### src/rtl/seg_serial_driver.sv
// Serial front end for the shift-register 7-segment display: snapshots a 32-bit value
// plus dp/blank masks, encodes eight active-low digits and shifts the 64-bit frame out.
module seg_serial_driver #(
  parameter int DIV = 4,
  parameter int GAP = 16
) (
  input  logic        CLK,
  input  logic        Reset,
  input  logic [31:0] data,
  input  logic [7:0]  point,
  input  logic [7:0]  les,
  output logic        seg_clk,
  output logic        seg_do,
  output logic        seg_pen,
  output logic        seg_clr,
  output logic        busy,
  output logic        frame_done
);

  localparam int DIV_W = (DIV > 1) ? $clog2(DIV) : 1;
  localparam int GAP_W = (GAP > 1) ? $clog2(GAP) : 1;
  localparam logic [DIV_W-1:0] DIV_LAST = DIV_W'(DIV - 1);
  localparam logic [GAP_W-1:0] GAP_LAST = GAP_W'((GAP > 0) ? (GAP - 1) : 0);

  typedef enum logic [2:0] {
    S_IDLE  = 3'd0,
    S_LOAD  = 3'd1,
    S_SHIFT = 3'd2,
    S_LATCH = 3'd3,
    S_GAP   = 3'd4
  } state_e;

  state_e           state_q, state_d;
  logic [63:0]      shreg_q, shreg_d;
  logic [5:0]       bit_q, bit_d;
  logic [DIV_W-1:0] div_q, div_d;
  logic [GAP_W-1:0] gap_q, gap_d;
  logic             sclk_q, sclk_d;
  logic             clr_q;
  logic             half_end;
  logic             bit_end;

  function automatic logic [7:0] hex_to_seg(input logic [3:0] nib);
    logic [7:0] code;
    case (nib)
      4'h0:    code = 8'hC0;
      4'h1:    code = 8'hF9;
      4'h2:    code = 8'hA4;
      4'h3:    code = 8'hB0;
      4'h4:    code = 8'h99;
      4'h5:    code = 8'h92;
      4'h6:    code = 8'h82;
      4'h7:    code = 8'hF8;
      4'h8:    code = 8'h80;
      4'h9:    code = 8'h90;
      4'hA:    code = 8'h88;
      4'hB:    code = 8'h83;
      4'hC:    code = 8'hC6;
      4'hD:    code = 8'hA1;
      4'hE:    code = 8'h86;
      default: code = 8'h8E;
    endcase
    return code;
  endfunction

  // Blanking wins over the decimal point so a blanked digit stays fully dark.
  function automatic logic [7:0] digit_code(input logic [3:0] nib, input logic dp,
                                            input logic blank);
    logic [7:0] code;
    code = hex_to_seg(nib);
    if (dp)
      code[7] = 1'b0;
    if (blank)
      code = 8'hFF;
    return code;
  endfunction

  function automatic logic [63:0] build_frame(input logic [31:0] d, input logic [7:0] p,
                                              input logic [7:0] l);
    logic [63:0] frame;
    frame = '0;
    for (int i = 0; i < 8; i++)
      frame[8*i +: 8] = digit_code(d[4*i +: 4], p[i], l[i]);
    return frame;
  endfunction

  assign half_end = (div_q == DIV_LAST);
  assign bit_end  = half_end && sclk_q && (bit_q == 6'd0);

  // State register
  always_ff @(posedge CLK or negedge Reset) begin
    if (!Reset)
      state_q <= S_IDLE;
    else
      state_q <= state_d;
  end

  // Next-state logic
  always_comb begin
    state_d = state_q;
    case (state_q)
      S_IDLE:  state_d = S_LOAD;
      S_LOAD:  state_d = S_SHIFT;
      S_SHIFT: if (bit_end) state_d = S_LATCH;
      S_LATCH: state_d = (GAP == 0) ? S_LOAD : S_GAP;
      S_GAP:   if (gap_q == GAP_LAST) state_d = S_LOAD;
      default: state_d = S_IDLE;
    endcase
  end

  // Counters, shift clock and shift register; data shifts on the falling seg_clk toggle
  always_comb begin
    shreg_d = shreg_q;
    bit_d   = bit_q;
    div_d   = div_q;
    gap_d   = gap_q;
    sclk_d  = sclk_q;
    case (state_q)
      S_LOAD: begin
        shreg_d = build_frame(data, point, les);
        bit_d   = 6'd63;
        div_d   = '0;
        sclk_d  = 1'b0;
      end
      S_SHIFT: begin
        if (half_end) begin
          div_d  = '0;
          sclk_d = ~sclk_q;
          if (sclk_q) begin
            shreg_d = {shreg_q[62:0], 1'b0};
            bit_d   = bit_q - 6'd1;
          end
        end else begin
          div_d = div_q + DIV_W'(1);
        end
      end
      S_LATCH: gap_d = '0;
      S_GAP:   gap_d = gap_q + GAP_W'(1);
      default: ;
    endcase
  end

  always_ff @(posedge CLK or negedge Reset) begin
    if (!Reset) begin
      bit_q  <= '0;
      div_q  <= '0;
      gap_q  <= '0;
      sclk_q <= 1'b0;
      clr_q  <= 1'b0;
    end else begin
      bit_q  <= bit_d;
      div_q  <= div_d;
      gap_q  <= gap_d;
      sclk_q <= sclk_d;
      clr_q  <= 1'b1;
    end
  end

  always_ff @(posedge CLK) begin
    shreg_q <= shreg_d;
  end

  // Output decode; seg_do is gated so it is 0 outside SHIFT and during reset
  always_comb begin
    seg_clk    = sclk_q;
    seg_do     = 1'b0;
    seg_pen    = 1'b0;
    busy       = 1'b0;
    frame_done = 1'b0;
    case (state_q)
      S_LOAD:  busy = 1'b1;
      S_SHIFT: begin
        seg_do = shreg_q[63];
        busy   = 1'b1;
      end
      S_LATCH: begin
        seg_pen    = 1'b1;
        busy       = 1'b1;
        frame_done = 1'b1;
      end
      S_GAP:   seg_pen = 1'b1;
      default: ;
    endcase
  end

  assign seg_clr = clr_q;

endmodule

### config.mk
export PLATFORM = sky130hd
export DESIGN_NAME = seg_serial_driver
export DESIGN_NICKNAME = d
export VERILOG_FILES = /design/src/rtl/seg_serial_driver.sv
export SDC_FILE = /design/constraint.sdc
export NUM_CORES = 1
export LEC_CHECK = 0
export ABC_CLOCK_PERIOD_IN_PS = 8500
export CORE_AREA = 3 3 107 109
export CTS_BUF_LIST = sky130_fd_sc_hd__clkbuf_4
export DETAILED_ROUTE_END_ITERATION = 8
export DIE_AREA = 0 0 110 112
export PLACE_DENSITY = 0.75
export SYNTH_ARGS = -nofsm -noshare
export SYNTH_HDL_FRONTEND = slang
export SYNTH_SLANG_ARGS = --single-unit
### constraint.sdc
create_clock -name CLK -period 8.5 [get_ports CLK]
set_input_delay 1.7 -clock CLK [delete_from_list [all_inputs] [get_ports CLK]]
set_output_delay 1.7 -clock CLK [all_outputs]
set_load 0.01 [all_outputs]
==> out/metrics.cfg, run 1 <==
[pwr]
power.leakage_nw = 2.68
p_switching_mw = 0.186
irDropWorstVdd_v = 0.0000799
pwr_density_cell_mw_per_mm2 = 120
comb_power_share_pct = 14.7
netSwitchingFraction_pct = 23.5
pwr-share-clk_pct = 31.8
seq_power_share_pct = 53.5
intPower_mw = 0.604

[global_routing]
grt_antenna_before_repair = 0
grt_use_total_pct = 19.4
grt_pass1_vias = 4176
grt_max_degree = 71
grt_pass1_wl_mm = 19.2
grt-ovfl-total = 0

[synth]
synthFlopType = edfxtp_1
synth_top_area_share_pct = 33.0
synth_common_cells = 74 x nor2_1, 64 x edfxtp_1, 60 x ha_1, 49 x a31oi_1, 39 x inv_1
async_flop_share_pct = 21.0
synth_cells = 575
seq_area_frac_synth_pct = 40.3
yosysMostFrequentCell = nor2_1
synth.net_count = 685
netlist.top_cell.by_area = edfxtp_1
synth-seq-cells = 81
yosysWarnings = 0
ys_types = 52
syn_area_mm2 = 0.00582
netlist_top_cells_area = edfxtp_1 33%, ha_1 13%, dfrtp_1 7.3%, a31oi_1 5.3%, nor2_1 4.8%
synth-edff-count = 64
syn-mean-instance-area_um2 = 10.1

[clock_network]
holdBufCountCts = 0
clock_path_buffers = 2
cts-buffers-inserted = 9
clockRootBuffer = clkbuf_4
cts_resized = 0
post-cts-setup-buffers = 0
cts_max_level = 3
clock-sinks = 81
clkLatencyLatePin_ns = 0.44
cts.clk_slew.worst_paths_ns = 0.12
cts_tree = yes

[timing]
period_needed_ns = 4.19
hold_viol = 0
tns_ns = 0
fmax_mhz = 239
max-slew-margin-rel_pct = 48.5
whs_ns = 0.531
slew_viol_final = 0
grt_setup_unrepaired = false
layout_worst_path_cycle_share_pct = 49.3
worst_slew_pin_slew_ns = 0.770
finalSetupViolCount = 0
clock_skew_ns = 0.0122

[final_layout]
drive_gt1_share_pct = 8.50
synthToLayoutAreaGrowth_pct = 13.2
final_core_util_pct = 61.6
antenna_cells = 0
fin_nets = 717
nFillCells = 905

[critical_path]
worstPathMaxFanout = 24
r2r-start = state_q[2]
critical_path.top_delay_family = flip-flops
critPathCaptureType = output pin
critPathArrivalTime_ns = 2.49
cp_slowest_stage_delay_ns = 0.85
worst-r2r-setup-slack_ns = 5.71
worst-path-buf-inv = 1
critPathLaunchType = flip-flop
critical_path_class = flip-flop to output pin
reg2regPathDepth = 4
crit_chain = or3b_2 > o21ai_0 > clkdlybuf4s50_1
r2r-end = shreg_q[8]
critPathRequiredTime_ns = 6.80
cpMaxStageDelayCell = dfrtp_1
path_depth = 3

[placement]
hpwlAfterDp_mm = 8.07
portBuffers = 55
gp_congestion = 0.871

[floorplan]
die_h_um = 112
initial_core_util_pct = 54.4
rows = 38
core-area_mm2 = 0.0107
io_pins = 56
dieArea_mm2 = 0.0123
die_w_um = 110

[routing]
drc_errors = 0
detail-route-antenna-nets = 0
vias = 4322
vias_per_cell = 5.75
drt-wirelength-per-cell_um = 15.1
drt-total-wl_mm = 11.4
first_pass_iters = 4
first_iter_violations = 241

[flow_run]
drv_cap = 0

[run_status]
outcome = complete, no violations

[hold_path]
min_from = div_q[1]
min_path_type = flip-flop to flip-flop
hold-path-endpoint = div_q[1]
holdPathStages = 1

## placed cells by master, fill, tap and decap left out, types with 8 or more instances in the layout
master / count
nor2_1: 74
edfxtp_1: 64
ha_1: 60
clkdlybuf4s50_1: 55
a31oi_1: 49
inv_1: 39
a21oi_1: 24
o21ai_0: 23
mux2i_1: 23
mux2_2: 19
nor2b_1: 17
dfrtp_1: 17
o22a_1: 16
nor3_1: 14
nand2_1: 13
clkbuf_4: 11
a2111oi_0: 8
mux4_2: 8
## through the flow
step           power [mW]  cells  instance area [um2]  worst slack, ns
6_report            0.790    752                 6590             4.31
5_1_grt             0.824    752                 6590             4.18
4_1_cts             0.798    752                 6590             4.29
3_5_place_dp        0.547    736                 6440             4.75
2_1_floorplan       0.499    575                 5820             3.91
3_3_place_gp        0.543    736                 6440             4.82
## cells by family after synthesis
kind of cell / Yosys count / synth area share (%)
buffers and inverters: 76 / 5.09
multiplexers: 50 / 10.7
adder cells (fa/ha/maj): 60 / 12.9
AND/OR/NAND/NOR: 157 / 13.5
AO/OA/AOI/OAI: 149 / 17.2
flip-flops: 81 / 40.3
other: 1 / 0.0644
XOR/XNOR: 1 / 0.150
## layer usage
layer / share of wire [%] / global-route usage [%] / up-vias / wire (um)
met5: 0 / 0 / - / 0
met4: 1.9 / 7.15 / 0 / 211
met3: 3.0 / 3.25 / 14 / 346
met2: 48 / 31.5 / 53 / 5470
met1: 47 / 25.9 / 2060 / 5350
li1: - / - / 2195 / -
## worst max-delay path by stage
stage,from,end,slack [ns]
2_1_floorplan,div_q[0],shreg_q[0],3.91
3_3_place_gp,data[16],shreg_q[38],4.82
3_5_place_dp,data[16],shreg_q[38],4.75
4_1_cts,state_q[2],seg_pen,4.29
5_1_grt,state_q[2],seg_pen,4.18
6_report,state_q[2],seg_pen,4.31
## sequential cells by signal, indices dropped and copies added (netlist names)
| signal | cells |
|---|---|
| seg_clk | 1 |
| gap_q | 4 |
| bit_q | 6 |
| div_q | 2 |
| shreg_q | 64 |
| seg_clr | 1 |
| state_q | 3 |
## power groups by stage
stage	clock, mW	sequential [mW]	combinational, mW
after CTS	0.259	0.422	0.116
final	0.251	0.422	0.116
after global routing	0.272	0.423	0.129
after floorplan	0	0.431	0.0673
after detailed placement	0	0.431	0.115
after global placement	0	0.431	0.112
## cell type report
cell class                 count  area [um2]  share of cell area, %
multi-input combinational    418        3200                   48.5
sequential                    81        2350                   35.6
timing repair buffer          58         573                   8.69
tap                          140         175                   2.66
inverter                      39         146                   2.22
clock buffer                  11        82.6                   1.25
clock inverter                 5        71.3                   1.08
(Power assumes the default switching activity.)
==> run 2: changes to the inputs <==
Settings changed: ABC_CLOCK_PERIOD_IN_PS 8500 to 3700, CORE_AREA 3 3 107 109 to 3 3 108 110, DIE_AREA 0 0 110 112 to 0 0 111 113, PLACE_DENSITY 0.75 to 0.77.
Clock period 8.5 ns to 3.7 ns, I/O delays scaled along.
==> out/metrics.cfg, run 2 (synthesis results as in run 1) <==
[final_layout]
final_core_util_pct = 61.0
fin_nets = 719
drive_gt1_share_pct = 9.12
largest_reg_flops = 64
final_common_cell = nor2_1
largest_register = shreg_q
reg_top3 = shreg_q (64), bit_q (6), gap_q (4)
final_cell_mix = 74 x nor2_1, 64 x edfxtp_1, 60 x ha_1
nFillCells = 874
fin_area_mm2 = 0.00658
synthToLayoutAreaGrowth_pct = 13.1
antenna_cells = 0

[floorplan]
die_w_um = 111
die_h_um = 113
core-area_mm2 = 0.0108
io_pins = 56
initial_core_util_pct = 53.9
dieArea_mm2 = 0.0125
rows = 38

[clock_network]
cts_max_level = 3
cts_tree = yes
clockRootBuffer = clkbuf_4
cts_resized = 0
cts-buffers-inserted = 9
post-cts-setup-buffers = 0
clock-sinks = 81
holdBufCountCts = 0
cts.clk_slew.worst_paths_ns = 0.13
clkLatencyLatePin_ns = 0.42
clock_path_buffers = 2

[placement]
portBuffers = 55
gp_congestion = 0.825
hpwlAfterDp_mm = 8.21
place_area_mm2 = 0.00645

[critical_path]
crit_chain = nand2_1 > o21ai_0 > clkdlybuf4s50_1
path_depth = 3
critPathRequiredTime_ns = 2.96
critical_path_class = flip-flop to output pin
critPathLaunchType = flip-flop
worstPathMaxFanout = 22
critPathCaptureType = output pin
critical_path.top_delay_family = flip-flops
worst-path-buf-inv = 1
cp_slowest_stage_delay_ns = 0.79
critPathArrivalTime_ns = 2.34
cpMaxStageDelayCell = dfrtp_1
reg2regPathDepth = 4

[routing]
drt-wirelength-per-cell_um = 15.6
first_pass_iters = 5
vias = 4424
detail-route-antenna-nets = 0
first_iter_violations = 361
drt-total-wl_mm = 11.8
drc_errors = 0
vias_per_cell = 5.87

[timing]
fmax_mhz = 325
grt_setup_unrepaired = false
period_needed_ns = 3.08
tns_ns = 0
clock_skew_ns = 0.0138
slew_viol_final = 0
layout_worst_path_cycle_share_pct = 83.2
worst_slew_pin_slew_ns = 0.802
max-slew-margin-rel_pct = 46.6
finalSetupViolCount = 0
hold_viol = 0

[pwr]
pwr-share-clk_pct = 28.9
netSwitchingFraction_pct = 25.3
pwr_density_cell_mw_per_mm2 = 265
irDropWorstVdd_v = 0.000151
seq_power_share_pct = 55.5
comb_power_share_pct = 15.5
power.leakage_nw = 2.68
p_switching_mw = 0.442
intPower_mw = 1.30

[global_routing]
grt_use_total_pct = 19.4
grt_antenna_before_repair = 0
grt_pass1_wl_mm = 20.4
grt-ovfl-total = 0
grt_pass1_vias = 4355
grt_max_degree = 66

[hold_path]
holdPathStages = 2
min_path_type = flip-flop to flip-flop

[run_status]
outcome = complete, no violations

[flow_run]
drv_cap = 0

run 2: changes by cell type in the layout (fill, tap and decap cells not counted), sizes merged:
cell,change
clkinvlp,+1
clkbuf,-2
bufinv,-1
clkinv,+2
buf,+2
run 2: worst reg2reg max path: stages, from the launching register on:
cell and delay [ns]:
dfrtp_1 0.79, or3b_4 0.73, buf_4 0.39, nand2_1 0.10, o22a_1 0.18
run 2: cell type report:
type                       count  area [um2]  share of cell area (%)
clock buffer                   9        67.6                    1.03
tap                          140         175                    2.66
inverter                      39         146                    2.22
clock inverter                 7        61.3                   0.931
sequential                    81        2350                    35.7
timing repair buffer          60         588                    8.93
multi-input combinational    418        3200                    48.6
run 2: layer usage:
metal | GRT usage, % | wire length (um) | vias to the layer above
met5 | 0 | 0 | -
met4 | 6.73 | 175 | 0
met3 | 3.10 | 451 | 14
met2 | 32.0 | 5680 | 92
met1 | 26.2 | 5470 | 2132
li1 | - | - | 2186
run 2: per-stage QoR:
stage	std cells	power [mW]	setup WS (ns)	hold WS (ns)
2_1_floorplan	575	1.15	0.523	0.444
3_3_place_gp	738	1.25	0.954	0.488
3_5_place_dp	738	1.26	0.859	0.506
4_1_cts	754	1.77	0.598	0.538
5_1_grt	754	1.84	0.460	0.561
6_report	754	1.75	0.623	0.533
run 2: power groups by stage:
| stage | sequential [mW] | clock, mW | combinational, mW |
|---|---|---|---|
| 3_5_place_dp | 0.991 | 0 | 0.268 |
| 3_3_place_gp | 0.991 | 0 | 0.256 |
| 4_1_cts | 0.971 | 0.524 | 0.272 |
| 6_report | 0.970 | 0.505 | 0.272 |
| 5_1_grt | 0.971 | 0.565 | 0.302 |
| 2_1_floorplan | 0.991 | 0 | 0.155 |
run 2: path summary, 6_finish.rpt:
check / from / end / slack [ns]
setup / recovery: state_q[0] / seg_pen / 0.62
hold / removal: shreg_q[0] / shreg_q[1] / 0.53
setup reg to reg: state_q[0] / shreg_q[56] / 1.27
hold reg to reg: shreg_q[0] / shreg_q[1] / 0.53
max in group asynchronous: Reset / gap_q[0] / 2.48
min in group asynchronous: Reset / bit_q[2] / 0.74
